## config.mk

```make
export PLATFORM = sky130hd
export DESIGN_NAME = lsu_bus_ctrl
export DESIGN_NICKNAME = d
export VERILOG_FILES = /design/src/rtl/lsu_pkg.sv /design/src/rtl/lsu_load_align.sv /design/src/rtl/lsu_bus_ctrl.sv
export SDC_FILE = /design/constraint.sdc
export NUM_CORES = 1
export LEC_CHECK = 0
export BUFFER_PORTS_ARGS = -buffer_cell sky130_fd_sc_hd__buf_2
export CAP_MARGIN = 5
export CORE_UTILIZATION = 43
export DETAILED_ROUTE_END_ITERATION = 12
export HOLD_SLACK_MARGIN = 0.03
export PLACE_DENSITY = 0.8
export SYNTH_ARGS = -nofsm -noshare
export SYNTH_HDL_FRONTEND = slang
export SYNTH_SLANG_ARGS = --single-unit
```

## constraint.sdc

```tcl
create_clock -name clk -period 2.96 [get_ports clk]
set_input_delay 0.296 -clock clk [delete_from_list [all_inputs] [get_ports clk]]
set_output_delay 0.296 -clock clk [all_outputs]
set_load 0.05 [all_outputs]
```

## src/rtl/lsu_pkg.sv

```systemverilog
// lsu_pkg: shared definitions for the MEM-stage load/store bus sequencer.
//   - access size encodings (SZ_BYTE / SZ_HALF / SZ_WORD)
//   - sequencer state enum
//   - store_lanes(): replicates right-aligned store data onto every byte lane
package lsu_pkg;

  localparam logic [1:0] SZ_BYTE = 2'd0;
  localparam logic [1:0] SZ_HALF = 2'd1;
  localparam logic [1:0] SZ_WORD = 2'd2;

  typedef enum logic [2:0] {
    IDLE,
    ADDR,
    DATA,
    DONE,
    DRAIN
  } lsu_state_e;

  // The bus slave picks the lanes from addr/size, so the data is simply
  // replicated to every lane it might use.
  function automatic logic [31:0] store_lanes(input logic [1:0] size, input logic [31:0] wdata);
    logic [31:0] lanes;
    case (size)
      SZ_BYTE: lanes = {4{wdata[7:0]}};
      SZ_HALF: lanes = {2{wdata[15:0]}};
      default: lanes = wdata;
    endcase
    return lanes;
  endfunction

endpackage

```

## src/rtl/lsu_load_align.sv

```systemverilog
// lsu_load_align: extracts the addressed byte/half from a word-aligned read
// word and sign- or zero-extends it to 32 bits. Purely combinational; also
// used by the WB forwarding path.
//   rdata       in  32  word-aligned read data
//   addr_lo     in  2   address bits [1:0] of the access
//   size        in  2   SZ_BYTE / SZ_HALF / SZ_WORD
//   is_unsigned in  1   zero-extend instead of sign-extend
//   result      out 32  extended load value
module lsu_load_align
  import lsu_pkg::*;
(
  input  logic [31:0] rdata,
  input  logic [1:0]  addr_lo,
  input  logic [1:0]  size,
  input  logic        is_unsigned,
  output logic [31:0] result
);

  logic [7:0]  byte_sel;
  logic [15:0] half_sel;

  always_comb begin
    case (addr_lo)
      2'd0:    byte_sel = rdata[7:0];
      2'd1:    byte_sel = rdata[15:8];
      2'd2:    byte_sel = rdata[23:16];
      default: byte_sel = rdata[31:24];
    endcase
    half_sel = addr_lo[1] ? rdata[31:16] : rdata[15:0];

    case (size)
      SZ_BYTE: result = {{24{~is_unsigned & byte_sel[7]}}, byte_sel};
      SZ_HALF: result = {{16{~is_unsigned & half_sel[15]}}, half_sel};
      default: result = rdata;
    endcase
  end

endmodule

```

## src/rtl/lsu_bus_ctrl.sv

```systemverilog
// lsu_bus_ctrl: MEM-stage load/store sequencer for a request/addr_ok/data_ok
// bus. Checks alignment, issues one transaction at a time, holds the stage
// until the response arrives, and drains responses orphaned by a flush.
//   clk, rst                       clock, async active-high reset
//   ms_valid/ms_mem_en/ms_mem_wr   MEM slot valid, memory op, store
//   ms_mem_size/ms_mem_unsigned    access size, zero-extend load
//   ms_addr/ms_wdata               effective address, store source data
//   ws_allowin, flush              WB accepts result, pipeline flush
//   ms_ready_go/ms_rdata           stage may advance, extended load result
//   ms_adel/ms_ades/ms_badvaddr    address-error exceptions and bad address
//   data_*                         bus request side and response side
module lsu_bus_ctrl
  import lsu_pkg::*;
(
  input  logic        clk,
  input  logic        rst,
  input  logic        ms_valid,
  input  logic        ms_mem_en,
  input  logic        ms_mem_wr,
  input  logic [1:0]  ms_mem_size,
  input  logic        ms_mem_unsigned,
  input  logic [31:0] ms_addr,
  input  logic [31:0] ms_wdata,
  input  logic        ws_allowin,
  input  logic        flush,
  output logic        ms_ready_go,
  output logic [31:0] ms_rdata,
  output logic        ms_adel,
  output logic        ms_ades,
  output logic [31:0] ms_badvaddr,
  output logic        data_req,
  output logic        data_wr,
  output logic [1:0]  data_size,
  output logic [31:0] data_addr,
  output logic [31:0] data_wdata,
  input  logic        data_addr_ok,
  input  logic        data_data_ok,
  input  logic [31:0] data_rdata
);

  lsu_state_e  state_q, state_d;
  logic        pend_q, pend_d;
  logic [31:0] result_q, result_d;
  logic [31:0] addr_q, wdata_q;
  logic [1:0]  size_q;
  logic        wr_q, uns_q;
  logic        access, misalign, accept;
  logic [31:0] load_result;

  assign access   = ms_valid & ms_mem_en & (ms_mem_size != 2'd3);
  assign misalign = ((ms_mem_size == SZ_HALF) & ms_addr[0]) |
                    ((ms_mem_size == SZ_WORD) & (ms_addr[1:0] != 2'd0));
  assign accept   = (state_q == IDLE) & access & ~misalign & ~flush;

  assign ms_adel     = access & misalign & ~ms_mem_wr;
  assign ms_ades     = access & misalign & ms_mem_wr;
  assign ms_badvaddr = ms_addr;

  // Bus fields come from registers captured at accept, so they stay stable
  // through ADDR even if a flush lets the pipeline move new values in.
  assign data_req   = (state_q == ADDR);
  assign data_wr    = wr_q;
  assign data_size  = size_q;
  assign data_addr  = addr_q;
  assign data_wdata = wdata_q;
  assign ms_rdata   = result_q;

  lsu_load_align u_load_align (
    .rdata       (data_rdata),
    .addr_lo     (addr_q[1:0]),
    .size        (size_q),
    .is_unsigned (uns_q),
    .result      (load_result)
  );

  always_comb begin
    state_d     = state_q;
    pend_d      = pend_q;
    result_d    = result_q;
    ms_ready_go = 1'b0;
    case (state_q)
      IDLE: begin
        // Non-memory slots and excepting accesses pass straight through.
        ms_ready_go = ~access | misalign;
        if (accept) state_d = ADDR;
      end
      ADDR: begin
        if (flush) pend_d = 1'b1;
        if (data_addr_ok) begin
          state_d = (pend_q | flush) ? DRAIN : DATA;
          pend_d  = 1'b0;
        end
      end
      DATA: begin
        if (flush) begin
          state_d = data_data_ok ? IDLE : DRAIN;
        end else if (data_data_ok) begin
          // Store acks carry no data; keep the last load result.
          if (!wr_q) result_d = load_result;
          state_d = DONE;
        end
      end
      DONE: begin
        ms_ready_go = 1'b1;
        if (ws_allowin | flush) state_d = IDLE;
      end
      DRAIN: begin
        if (data_data_ok) state_d = IDLE;
      end
      default: state_d = IDLE;
    endcase
  end

  always_ff @(posedge clk or posedge rst) begin
    if (rst) begin
      state_q  <= IDLE;
      pend_q   <= 1'b0;
      result_q <= 32'd0;
    end else begin
      state_q  <= state_d;
      pend_q   <= pend_d;
      result_q <= result_d;
    end
  end

  always_ff @(posedge clk or posedge rst) begin
    if (rst) begin
      addr_q  <= 32'd0;
      wdata_q <= 32'd0;
      size_q  <= SZ_BYTE;
      wr_q    <= 1'b0;
      uns_q   <= 1'b0;
    end else if (accept) begin
      addr_q  <= ms_addr;
      wdata_q <= store_lanes(ms_mem_size, ms_wdata);
      size_q  <= ms_mem_size;
      wr_q    <= ms_mem_wr;
      uns_q   <= ms_mem_unsigned;
    end
  end

endmodule

```

==> flow_summary.toml <==
[grt]
grt_pass1_wl_um = 22100
grt_use_total_pct = 22.4
antenna_found_initial = 0
grt_pass1_vias = 4415
grt_start_max_net_pins = 67
grt-ovfl-total = 0

[synth]
syn_area_per_cell_um2 = 11.4
synth_top_area_share_pct = 49.1
yosysWarnings = 0
synth-compound-area-share_pct = 10.6
ys_seq_elements = 104
syn_nets = 574
synthMuxAreaShare_pct = 23.4
synthXorXnorAreaFrac_pct = 0
synth_area_um2 = 5300
yosys.area_share.simple_pct = 8.48
synthCells = 466
synth_top_family_by_area = "multiplexers"
synth_top_cell_by_area = "dfrtp_1"
ys_types = 41
ys_seq_area_share_pct = 49.1
synthAdderAreaFrac_pct = 0
yosys-top-cells-area = "dfrtp_1, mux2_2, buf_4"

[sta]
fin_setup_tns_ns = 0
setup_violations = 0
fin_crit_sh_pct = 76.9
rsz0062_at_grt = "false"
fin_crit_ns = 2.28
maxSlewHeadroom_pct = 33.7
tightest_slew_ns = 0.993
clock.fmax_mhz = 439
skew_ns = 0.00510
finalHoldViolCount = 0
drv_slew = 0

[setup_path]
worstPathArrival_ns = 2.48
r2r_end = "ms_rdata[31]$_DFFE_PP0P_"
required_ns = 3.17
endpoint_kind = "flip-flop"
r2r_start = "state_q[0]$_DFFE_PP0P_"
start_kind = "flip-flop"
r2r_slack_ns = 0.68
reg2regPathDepth = 4
worstPathMaxFanout = 30
crit_type = "flip-flop to flip-flop"

[final_layout]
layout-drive-gt1-share_pct = 55.2
area_growth_pct = 26.6
antenna_cells = 0
final_core_util_pct = 55.8
nets = 775
fillers = 1042

[drt]
wl_per_cell_um = 17.2
dr.pass1.iters = 4
drc = 0
drtIter0Drc = 256
via_count = 4341
vias_per_cell = 5.30
totalWireLength_um = 14100
final_antenna_net_count = 0

[pwr]
power_frac_seq_pct = 29.6
p_sw_uw = 4460
p_clk_share_pct = 15.0
p_sw_share_pct = 51.8
internal_power_uw = 4140
ir_worst_vdd_v = 0.000969
combinationalPowerShare_pct = 55.4
design_power_total_uw = 8600
p_leak_uw = 0.00347
power.density_nw_per_um2 = 1280

[worst_hold_path]
holdPathEnd = "pend_q$_DFFE_PP0P_"
hp-start = "data_addr_ok"
min_path_cells = 2
hp-class = "input pin to flip-flop"

[clock_network]
hold_buffers = 0
cts_max_path_buffers = 2
cts_setup_buffers = 0
clk_latency_ns = 0.35
cts.sinks = 104
cts_made_buffers = 9
path_clk_slew_ns = 0.07
root_buffer = "clkbuf_16"
htreeDepth = 3
cts_tree = "done"
cts_resized = 0

[floorplanning]
rows = 40
core-area_um2 = 12000
die_h_um = 113
fp.dieW_um = 113
pin_count = 243
dieArea_um2 = 12800
start_util_pct = 44.1

[job]
max_cap_viol_count = 0

[placed_design]
portBuffers = 242
hpwl_um = 10500
gp_congestion = 0.857

[status]
status = "complete, no violations"
## cell usage in the layout (no fill, tap or decap), drive strengths merged, types with 2 or more instances in the layout
cell,count
inv,12
o21ai,15
nor3b,2
o31ai,6
mux2i,10
o22a,6
nor2b,11
a221oi,8
dfrtp,104
bufinv,2
a21o,7
mux2,96
or3,2
nor2,28
o22ai,8
buf,251
nand2,45
a21oi,26
clkinvlp,3
clkbuf,10
nor3,4
## critical path, stage by stage, from the launching register on
cell	delay (ns)
dfrtp_1	0.44
or3_1	0.49
or3_4	0.56
a31oi_4	0.48
a21oi_1	0.14
## power groups by stage
stage	sequential [uW]	combinational, uW	clock (uW)
detailed placement	2560	4780	0
finish	2540	4760	1290
global route	2630	4990	1370
global placement	2520	4690	0
floorplan	4750	1430	0
CTS	2540	4780	1320
## synth_stat cells (all sizes together)
master	n
a211o	1
a21o	7
a21oi	26
a221oi	8
a2bb2o	1
a311o	1
a31o	1
a31oi	1
a32o	1
and2	1
buf	50
clkbuf	11
dfrtp	104
inv	12
mux2	96
mux2i	10
mux4	1
nand2	45
nand2b	1
nand3	1
nand3b	1
nand4	1
nor2	28
nor2b	11
nor3	4
nor3b	2
o211ai	1
o21ai	15
o21bai	1
o22a	6
o22ai	8
o31ai	6
or3	2
or3b	1
## layout make-up
class | instances | area, um2 | share of cell area (%)
clock inverters | 6 | 92.6 | 1.38
repair buffers | 251 | 1290 | 19.3
flip-flops and latches | 104 | 2600 | 38.8
well taps | 147 | 184 | 2.74
inverters | 12 | 48.8 | 0.728
multi-input cells | 289 | 2250 | 33.6
clock buffers | 10 | 229 | 3.42
## registers in the layout, indices dropped and copies added, names as in the netlist
name        cells
data_addr      32
data_size       2
data_wdata     32
data_wr         1
ms_rdata       32
pend_q          1
state_q         3
uns_q           1
## cells by family after synthesis
| family | after synthesis |
|---|---|
| AO/OA/AOI/OAI | 84 |
| flip-flops | 104 |
| AND/OR/NAND/NOR | 98 |
| buffers and inverters | 73 |
| multiplexers | 107 |
## metal layers
metal,global-route usage [%],up-vias,share of wire [%]
li1,-,2009,-
met1,25.6,2107,40
met2,39.5,202,50
met3,6.11,23,8.1
met4,9.04,0,2.3
met5,0,-,0
## worst max path at each step
stage / end / slack (ns) / cells past startpoint / from
final: ms_rdata[31]$_DFFE_PP0P_ / 0.68 / 4 / state_q[0]$_DFFE_PP0P_
after global routing: ms_rdata[25]$_DFFE_PP0P_ / 0.53 / 4 / state_q[0]$_DFFE_PP0P_
after global placement: data_addr[9]$_DFFE_PP0P_ / 0.69 / 6 / ms_addr[0]
after detailed placement: data_addr[9]$_DFFE_PP0P_ / 0.61 / 6 / ms_addr[0]
after CTS: ms_rdata[31]$_DFFE_PP0P_ / 0.70 / 4 / state_q[0]$_DFFE_PP0P_
after floorplan: ms_ready_go / 0.74 / 4 / ms_mem_size[1]
## through the flow
stage | std cells | hold WS (ns) | worst slack, ns | instance area [um2]
detailed placement | 803 | 0.461 | 0.610 | 6380
global route | 819 | 0.143 | 0.535 | 6700
global placement | 803 | 0.455 | 0.689 | 6380
CTS | 819 | 0.135 | 0.704 | 6700
finish | 819 | 0.152 | 0.684 | 6700
floorplan | 466 | 0.382 | 0.744 | 5300
Note: power is estimated with default switching activity, not from simulation.
